<file path="src/rtl/reg_rename_file_pkg.sv">
// Shared widths, types and constants for the rename register file.
// ROB_IDX_LN sets the ROB index width. NO_ROB_TAG (0) is the reserved "not renamed" tag.
// Word and register-index types are shared by the top and its read ports.
package reg_rename_file_pkg;

    localparam int ROB_IDX_LN = 4;
    localparam int REG_NUM    = 32;
    localparam int REG_IDX_W  = 5;
    localparam int WORD_W     = 32;
    localparam int NO_ROB_TAG = 0;

    typedef logic [REG_IDX_W-1:0] reg_idx_t;
    typedef logic [WORD_W-1:0]    word_t;

endpackage

</file>
<file path="src/rtl/reg_rename_file_read_port.sv">
// Source read port: maps (rs, its stored val/tag, commit bus) to (busy, tag, val).
// Latency: purely combinational, zero cycles.
// Backpressure: none; the commit bus is observed only for the same-cycle bypass.
module reg_read_port
    import reg_rename_file_pkg::*;
#(
    parameter int ROB_BIT = ROB_IDX_LN
) (
    input  logic [REG_IDX_W-1:0] rs,
    input  logic [WORD_W-1:0]    st_val,
    input  logic [ROB_BIT-1:0]   st_tag,
    input  logic                 rob_wr_ena,
    input  logic [REG_IDX_W-1:0] rob_wr_rd,
    input  logic [WORD_W-1:0]    rob_wr_val,
    input  logic [ROB_BIT-1:0]   rob_wr_idx,
    output logic                 busy,
    output logic [ROB_BIT-1:0]   tag,
    output logic [WORD_W-1:0]    val
);

    logic rs_is_zero;
    logic bypass_hit;

    assign rs_is_zero = (rs == '0);
    // The ROB frees its entry on the commit cycle, so a matching commit must be forwarded now.
    assign bypass_hit = rob_wr_ena && (rob_wr_rd == rs) && !rs_is_zero && (st_tag == rob_wr_idx);

    // x0 reads as zero; a matching commit is forwarded; otherwise the stored state is returned.
    always_comb begin
        busy = 1'b0;
        tag  = ROB_BIT'(NO_ROB_TAG);
        val  = '0;
        if (rs_is_zero) begin
            busy = 1'b0;
        end else if (bypass_hit) begin
            val = rob_wr_val;
        end else begin
            busy = (st_tag != ROB_BIT'(NO_ROB_TAG));
            tag  = st_tag;
            val  = st_val;
        end
    end

endmodule

</file>
<file path="src/rtl/reg_rename_file.sv">
// Architectural register file with per-register rename tags; the sink of the ROB commit port.
// Latency: reads are combinational (zero cycles) with commit bypass; updates land on the next clk edge.
// Backpressure: rdy=0 only blocks renames; commits and rollback are single-cycle pulses and always apply.
// Optional build: REG_RENAME_DBG_EN adds a debug register read port and a commit counter.
module reg_rename_file
    import reg_rename_file_pkg::*;
#(
    parameter int ROB_BIT = ROB_IDX_LN
) (
    input  logic                 clk,
    input  logic                 rst,
    input  logic                 rdy,
    input  logic                 rb_ena,
    input  logic                 id_rn_ena,
    input  logic [REG_IDX_W-1:0] id_rn_rd,
    input  logic [ROB_BIT-1:0]   id_rn_tag,
    input  logic [REG_IDX_W-1:0] id_rs1,
    input  logic [REG_IDX_W-1:0] id_rs2,
    output logic                 id_rs1_busy,
    output logic [ROB_BIT-1:0]   id_rs1_tag,
    output logic [WORD_W-1:0]    id_rs1_val,
    output logic                 id_rs2_busy,
    output logic [ROB_BIT-1:0]   id_rs2_tag,
    output logic [WORD_W-1:0]    id_rs2_val,
`ifdef REG_RENAME_DBG_EN
    input  logic [REG_IDX_W-1:0] dbg_reg_idx,
    output logic [WORD_W-1:0]    dbg_reg_val,
    output logic [31:0]          dbg_commit_cnt,
`endif
    input  logic                 rob_wr_ena,
    input  logic [REG_IDX_W-1:0] rob_wr_rd,
    input  logic [WORD_W-1:0]    rob_wr_val,
    input  logic [ROB_BIT-1:0]   rob_wr_idx
);

    word_t              val_q [REG_NUM];
    logic [ROB_BIT-1:0] tag_q [REG_NUM];

    logic commit_wr;
    logic rename_wr;

    assign commit_wr = rob_wr_ena && (rob_wr_rd != '0);
    assign rename_wr = rdy && !rb_ena && id_rn_ena && (id_rn_rd != '0);

    // Storage update: commit first, then rollback or rename so a same-cycle rename tag wins.
    always_ff @(posedge clk or negedge rst) begin
        if (!rst) begin
            for (int i = 0; i < REG_NUM; i++) begin
                val_q[i] <= '0;
                tag_q[i] <= ROB_BIT'(NO_ROB_TAG);
            end
        end else begin
            if (commit_wr) begin
                val_q[rob_wr_rd] <= rob_wr_val;
                // A mismatched tag means a younger rename owns rd; keep it pending.
                if (tag_q[rob_wr_rd] == rob_wr_idx) begin
                    tag_q[rob_wr_rd] <= ROB_BIT'(NO_ROB_TAG);
                end
            end
            if (rb_ena) begin
                for (int i = 0; i < REG_NUM; i++) begin
                    tag_q[i] <= ROB_BIT'(NO_ROB_TAG);
                end
            end else if (rename_wr) begin
                tag_q[id_rn_rd] <= id_rn_tag;
            end
        end
    end

    // Tag 0 means "not renamed", so decode must never allocate it.
    a_rn_tag_nonzero: assert property (@(posedge clk) disable iff (!rst)
        rename_wr |-> (id_rn_tag != ROB_BIT'(NO_ROB_TAG)));

    reg_read_port #(.ROB_BIT(ROB_BIT)) u_rs1 (
        .rs         (id_rs1),
        .st_val     (val_q[id_rs1]),
        .st_tag     (tag_q[id_rs1]),
        .rob_wr_ena (rob_wr_ena),
        .rob_wr_rd  (rob_wr_rd),
        .rob_wr_val (rob_wr_val),
        .rob_wr_idx (rob_wr_idx),
        .busy       (id_rs1_busy),
        .tag        (id_rs1_tag),
        .val        (id_rs1_val)
    );

    reg_read_port #(.ROB_BIT(ROB_BIT)) u_rs2 (
        .rs         (id_rs2),
        .st_val     (val_q[id_rs2]),
        .st_tag     (tag_q[id_rs2]),
        .rob_wr_ena (rob_wr_ena),
        .rob_wr_rd  (rob_wr_rd),
        .rob_wr_val (rob_wr_val),
        .rob_wr_idx (rob_wr_idx),
        .busy       (id_rs2_busy),
        .tag        (id_rs2_tag),
        .val        (id_rs2_val)
    );

`ifdef REG_RENAME_DBG_EN
    logic [31:0] commit_cnt_q;

    assign dbg_reg_val    = val_q[dbg_reg_idx];
    assign dbg_commit_cnt = commit_cnt_q;

    // Count every commit that actually writes a register.
    always_ff @(posedge clk or negedge rst) begin
        if (!rst) begin
            commit_cnt_q <= '0;
        end else if (commit_wr) begin
            commit_cnt_q <= commit_cnt_q + 32'd1;
        end
    end
`endif

endmodule

</file>
<file path="config.mk">
export PLATFORM = sky130hd
export DESIGN_NAME = reg_rename_file
export DESIGN_NICKNAME = d
export VERILOG_FILES = /design/src/rtl/reg_rename_file_pkg.sv /design/src/rtl/reg_rename_file_read_port.sv /design/src/rtl/reg_rename_file.sv
export SDC_FILE = /design/constraint.sdc
export NUM_CORES = 2
export LEC_CHECK = 0
export CAP_MARGIN = 20
export CORE_MARGIN = 2
export CORE_UTILIZATION = 40
export DETAILED_ROUTE_END_ITERATION = 12
export DONT_BUFFER_PORTS = 1
export GPL_TIMING_DRIVEN = 0
export PLACE_DENSITY_LB_ADDON = 0.2
export SKIP_LAST_GASP = 1
export SYNTH_ARGS = -nofsm -noshare
export SYNTH_HDL_FRONTEND = slang
export SYNTH_SLANG_ARGS = --single-unit
</file>
<file path="constraint.sdc">
create_clock -name clk -period 10.3 [get_ports clk]
set_input_delay 3.09 -clock clk [delete_from_list [all_inputs] [get_ports clk]]
set_output_delay 3.09 -clock clk [all_outputs]
set_load 0.05 [all_outputs]
</file>
After elaboration in Yosys (flattened, before gate mapping)
Index checks and enable logic that the tools add are counted.
Widths: inputs -> output; s select.

storage, ports and cells
  bits in registers = 1152
  word-level logic and storage cells = 141
  output and inout bits = 74
  bits in writable memories = 0
  input port bits = 66
  bits in latches = 0
  memories kept = 0
  memory bits (read-only) = 0

cells by class
  $lt $le $gt $ge = 6
  muxes and demuxes = 39
  divide/modulo/power cells = 0
  shift-type cells = 0
  add/subtract/negate cells = 0
  equality and inequality tests = 5
  bitwise operators = 6
  reduce and logical (&&, ||, !) cells = 21
  multiply operators = 0

operators by type and width
  operator            number
  $bwmux 1024         1
  $mux 128            4
  $bmux 32 s5         2
  $mux 32             9
  $demux 32 s5        1
  $and 128x128->128   1
  $bwmux 128          1
  $not 128->128       1
  $bmux 4 s5          3
  $mux 4              12
  $demux 4 s5         2
  $ge 6x6->1 const B  4
  $not 5->6           4
  $eq 4x4->1          3
  $logic_and 1x1->1   12
  $lt 6x1->1 const B  2
  $eq 5x5->1          2
  $logic_not 5->1     2
  $reduce_bool 5->1   2
  $reduce_bool 4->1   2
  $mux 1              4
  $logic_not 1->1     3

Logic depth before layout (Yosys ltp)
  depth in word-level cells = 12
  mapped depth = 12
  depth with buffers taken out = 7

Cells and area by module
A second synthesis with hierarchy kept.

second synthesis, totals
  cell total of the unflattened synthesis = 4932
  area, all modules = 65087.4 sq um

by module, submodules not included
  module           area an instance (sq um)  instances  cells each
  reg_rename_file  62965.4                   1          4644
  reg_read_port    1061.0                    2          144

Worst setup path before layout
Ideal clock, no wire load.

  kind = input to output
  start point = in id_rs1[0]
  end point = out id_rs1_val[0]
  arrival = 6.475 ns
  data required time = 7.210 ns
  setup slack = 0.735 ns
  cell stages on the path = 9
  cell sequence = buf_2 -> mux4_2 -> mux4_2 -> mux2_2 -> xnor2_1 -> nand2_1 -> buf_2 -> o31a_1 -> a211oi_1

on the way
  word-level cells in the longest chain between the ends = 8

ends and longest elaborated chain
  what                                       line                                          text
  start, declared                            reg_rename_file.sv:17                         input logic [REG_IDX_W-1:0] id_rs1,
  $not 5->6 (not written as such)            reg_rename_file.sv:76, reg_rename_file.sv:77
  $bmux 4 s5                                 reg_rename_file.sv:77                         .st_tag (tag_q[id_rs1]),
  $mux 4 (not written as such) (2 in a row)  reg_rename_file.sv:77
  $eq 4x4->1                                 reg_rename_file_read_port.sv:26               assign bypass_hit = rob_wr_ena && (rob_wr_rd == rs) && !rs_is_zero && (st_tag == rob_wr_idx);
  $logic_and 1x1->1                          reg_rename_file_read_port.sv:26
  $mux 32                                    reg_rename_file_read_port.sv:35               end else if (bypass_hit) begin
  $mux 32 (*)                                reg_rename_file_read_port.sv:33               if (rs_is_zero) begin
  end, declared                              reg_rename_file.sv:21                         output logic [WORD_W-1:0] id_rs1_val,

Every way passes the cells marked *; elsewhere a longest branch is shown, timed or not. The select of a mux whose other input is x is not followed.

Final worst setup path
  start point = in id_rs1[1]
  end point = out id_rs1_val[15]

The elaborated chain is that of the path after synthesis.

==> impl_results.md <==
* Max_cap viols at 0
* Final core utilization at around 46%
* Cell Area, Synth at 63400 um2
* # port buffers at 0
* Synth Instances at between 4k and 5k
* First-pass GRT wire length at 363 mm
* RSZ-0062 raised after global routing: no
* Nets at 4967
* Clock Tree Root: clkbuf_16
* Number of global-route vias before repair at 45.9k
* Hold Fails Final Rpt at 0
* Row Count at 146
* Sequential share of the synthesized area at 45.5%
* Layout Skew at between 0.02 and 0.03 ns
* Core Area at 158000 um2
* R2R depth at 8
* Worst stage delay on the critical path at 0.78 ns
* Sequential standard cell area at 28800 um2
* Final setup fails at 3
* Post-synthesis async set-or-reset flop share at between 90% and 100%
* Yosys reg bits at 1152
* Hold EP: val_q[998]
* H-tree depth at 4
* Worst r2r src: tag_q[97]
* Setup slack, reg-to-reg at about 6.6 ns
* Tot Pwr at 13.8 mW
* PD cells at about 190 nW/um2
* Hold Path Origin: val_q[998]
* Setup ws final at -0.0153 ns
* Metal-1 WL at 99.3 mm
* Post-DP HPWL at approximately 190 mm
* DR DRC count at 0
* WL final at 260 mm
* Max-slew violation count at 0
* Multi-input logic area at 32700 um2
* DR top layer: met5
* Arr. time, crit path at 7.23 ns
* Leading area contributor after synthesis: dfrtp_1
* DR WL met3 at 27.2 mm
* Total CTS buffers at 134
* Gpl congestion at 0.974
* Grt total ovfl at 0
* Initial DRT Pass Iterations at 6
* P_sw at between 4 and 5 mW
* CP Launch Type: input port
* Die width at 402 um
* Clk_lat worst skew at 0.79 ns
* Ports at 140
* Setup TNS at -0.0287 ns
* RR Endpoint: tag_q[83]
* EDFF count, synth at 0
* Req. time, crit path at approximately 7.2 ns
* Switching part of the total at 29.9%
* Die area at 162000 um2
* Worst Hold Path Cells at 1
* Netlist cell types at 51
* Maximum VDD drop at 0.184 mV
* Mean post-synth cell area at around 14 um2
* Highest Clock Rate at 96.9 MHz
* Leakage at 30.1 nW
* Synth top area share at 45.5%
* Hold buffers post-CTS at 0
* Logic pwr share at 22.6%
* Area Growth Syn to Fin at 14.2%
* Clock group share of total power at a little over a third
* Total internal power at 9.70 mW
* Syn_nets at 4721
* Top cells by area, synth: dfrtp_1, mux4_2, mux2_2
* Filler cells at ~14k
* Slew margin rel. at 14.9%
* Final cell count without fillers at between 7k and 8k
* Min-Delay Path Class: register to register
* Global Route Usage Sum at 32.1%
* Die height at a little over 400 um
* CP cell instances: buf_1 > mux4_2 > mux2i_1 > o22ai_1 > a211oi_2 > mux2i_2 > nor3_4 > buf_4 > clkbuf_4 > a211oi_4
* Routed WL per cell at 36.7 um
* Status: finished, violations left
* Initial core utilization at 40.2%
* Critical Path End Type: primary output
* Violated checks: negative setup slack
* Tmin final at a little over 10 ns
* DRT iter0 DRCs at roughly 5.6k
* Reg clk slew, reported paths at 0.05 ns
* Synth Warn # at 0
* CTS sink count at around 1.2k
* Max clock buf depth at 3
* Fraction of layout cells with a size suffix above 1 at 37.4%
* Cell Count Post-Placement at around 6.8k
* Met2 Routed Length at between 100 and 150 mm
* CP max FO at 10
* Predominant post-synthesis flop cell: dfrtp_1
* Final period utilization at 100%
* Largest net degree at the start of global routing at 210
* Seq pwr share at a little over two fifths
* Setup Crit Path Kind: input port to primary output
* Slew @ Worst Pin at 1.28 ns
* Initial antenna violation count at 7
* Vias/cell at 6.60
* Vias at 46.7k
* Top-count cell post-synth: dfrtp_1
* Post-DRT Antenna Nets at 0
* Slowest cell on the critical path: a211oi_4
* CTS tree: built
* List of most frequent post-synthesis cells: dfrtp_1, mux4_2, mux2_2
-- cells by family after synthesis --
logic type,count (synthesis),synth area share (%)
buffers and inverters,551,3.53
AOI/OAI and AO/OA,587,5.53
and+or+nand+nor,881,6.50
muxes,1468,38.7
xor gates and xnor gates,16,0.221
DFF,1152,45.5
-- flip-flops by register name, summed over array words and instances (netlist names) --
| name | cells |
|---|---|
| val_q | 1024 |
| tag_q | 128 |
-- what timing repair did --
| action | in CTS | in global routing |
|---|---|---|
| hold endpoints to repair | 0 | 0 |
| resized for setup | 34 | 26 |
| setup buffers | 2 | 0 |
| pin swaps | 1 | 10 |
| endpoints found under the setup margin | 66 | 58 |
-- area by class of cell --
cell class	count	share of cell area (%)
well taps	2072	3.58
clock inverters	39	0.703
plain buffers	501	2.93
multi-input cells	2952	45.1
diodes	4	0.0138
inverters	49	0.259
clock buffers	190	5.36
repair buffers	111	2.21
flip-flops and latches	1152	39.8
-- cell usage in the layout (no fill, tap or decap), types with 48 or more instances in the layout --
| cell type | netlist | routed |
|---|---|---|
| dfrtp_1 | 1152 | 1152 |
| mux4_2 | 724 | 724 |
| mux2_2 | 635 | 635 |
| nand2_1 | 600 | 600 |
| clkbuf_1 | 370 | 374 |
| o21ai_0 | 364 | 364 |
| clkbuf_16 | 0 | 137 |
| o22ai_1 | 109 | 109 |
| nand3b_1 | 105 | 105 |
| mux2i_1 | 109 | 97 |
| buf_2 | 83 | 78 |
| inv_1 | 48 | 48 |
-- worst max path at each step --
stage / slack (ns) / end / depth (start not counted) / startpoint
2_1_floorplan: 0.73 / id_rs1_val[0] / 9 / id_rs1[0]
3_3_place_gp: -2.63 / id_rs2_val[21] / 11 / id_rs2[1]
3_5_place_dp: -0.84 / id_rs2_val[11] / 9 / id_rs2[0]
4_1_cts: -0.22 / id_rs1_val[5] / 12 / id_rs1[0]
5_1_grt: 0.02 / id_rs1_val[25] / 11 / id_rs1[0]
6_report: -0.02 / id_rs1_val[15] / 10 / id_rs1[1]
-- power by group through the flow --
stage	clock (mW)	combinational (mW)	sequential (mW)
5_1_grt	5.13	3.27	5.92
3_5_place_dp	0	3.07	5.88
3_3_place_gp	0	2.80	5.83
6_report	4.89	3.12	5.83
4_1_cts	4.94	3.10	5.80
2_1_floorplan	0	2.15	5.70
-- per-stage QoR --
step	setup slack (ns)	area [um2]	hold WS (ns)
after global placement	-2.63	66000	0.455
final	-0.0153	72400	0.472
after floorplan	0.735	63400	0.441
after global routing	0.0226	72400	0.497
after detailed placement	-0.843	67600	0.463
after CTS	-0.219	72200	0.481
-- routing by layer --
layer | global-route usage (%) | vias up
met5 | 0 | -
met4 | 19.4 | 4
met3 | 8.83 | 666
met2 | 47.4 | 2723
met1 | 42.4 | 25100
li1 | - | 18200
-- worst max-delay path, delay by kind of cell --
family,cells,cell delay [ns]
multiplexers,3,1.27
AO/OA/AOI/OAI,3,1.50
buffers and inverters,3,1.22
AND/OR/NAND/NOR,1,0.11
(Power assumes the default switching activity.)
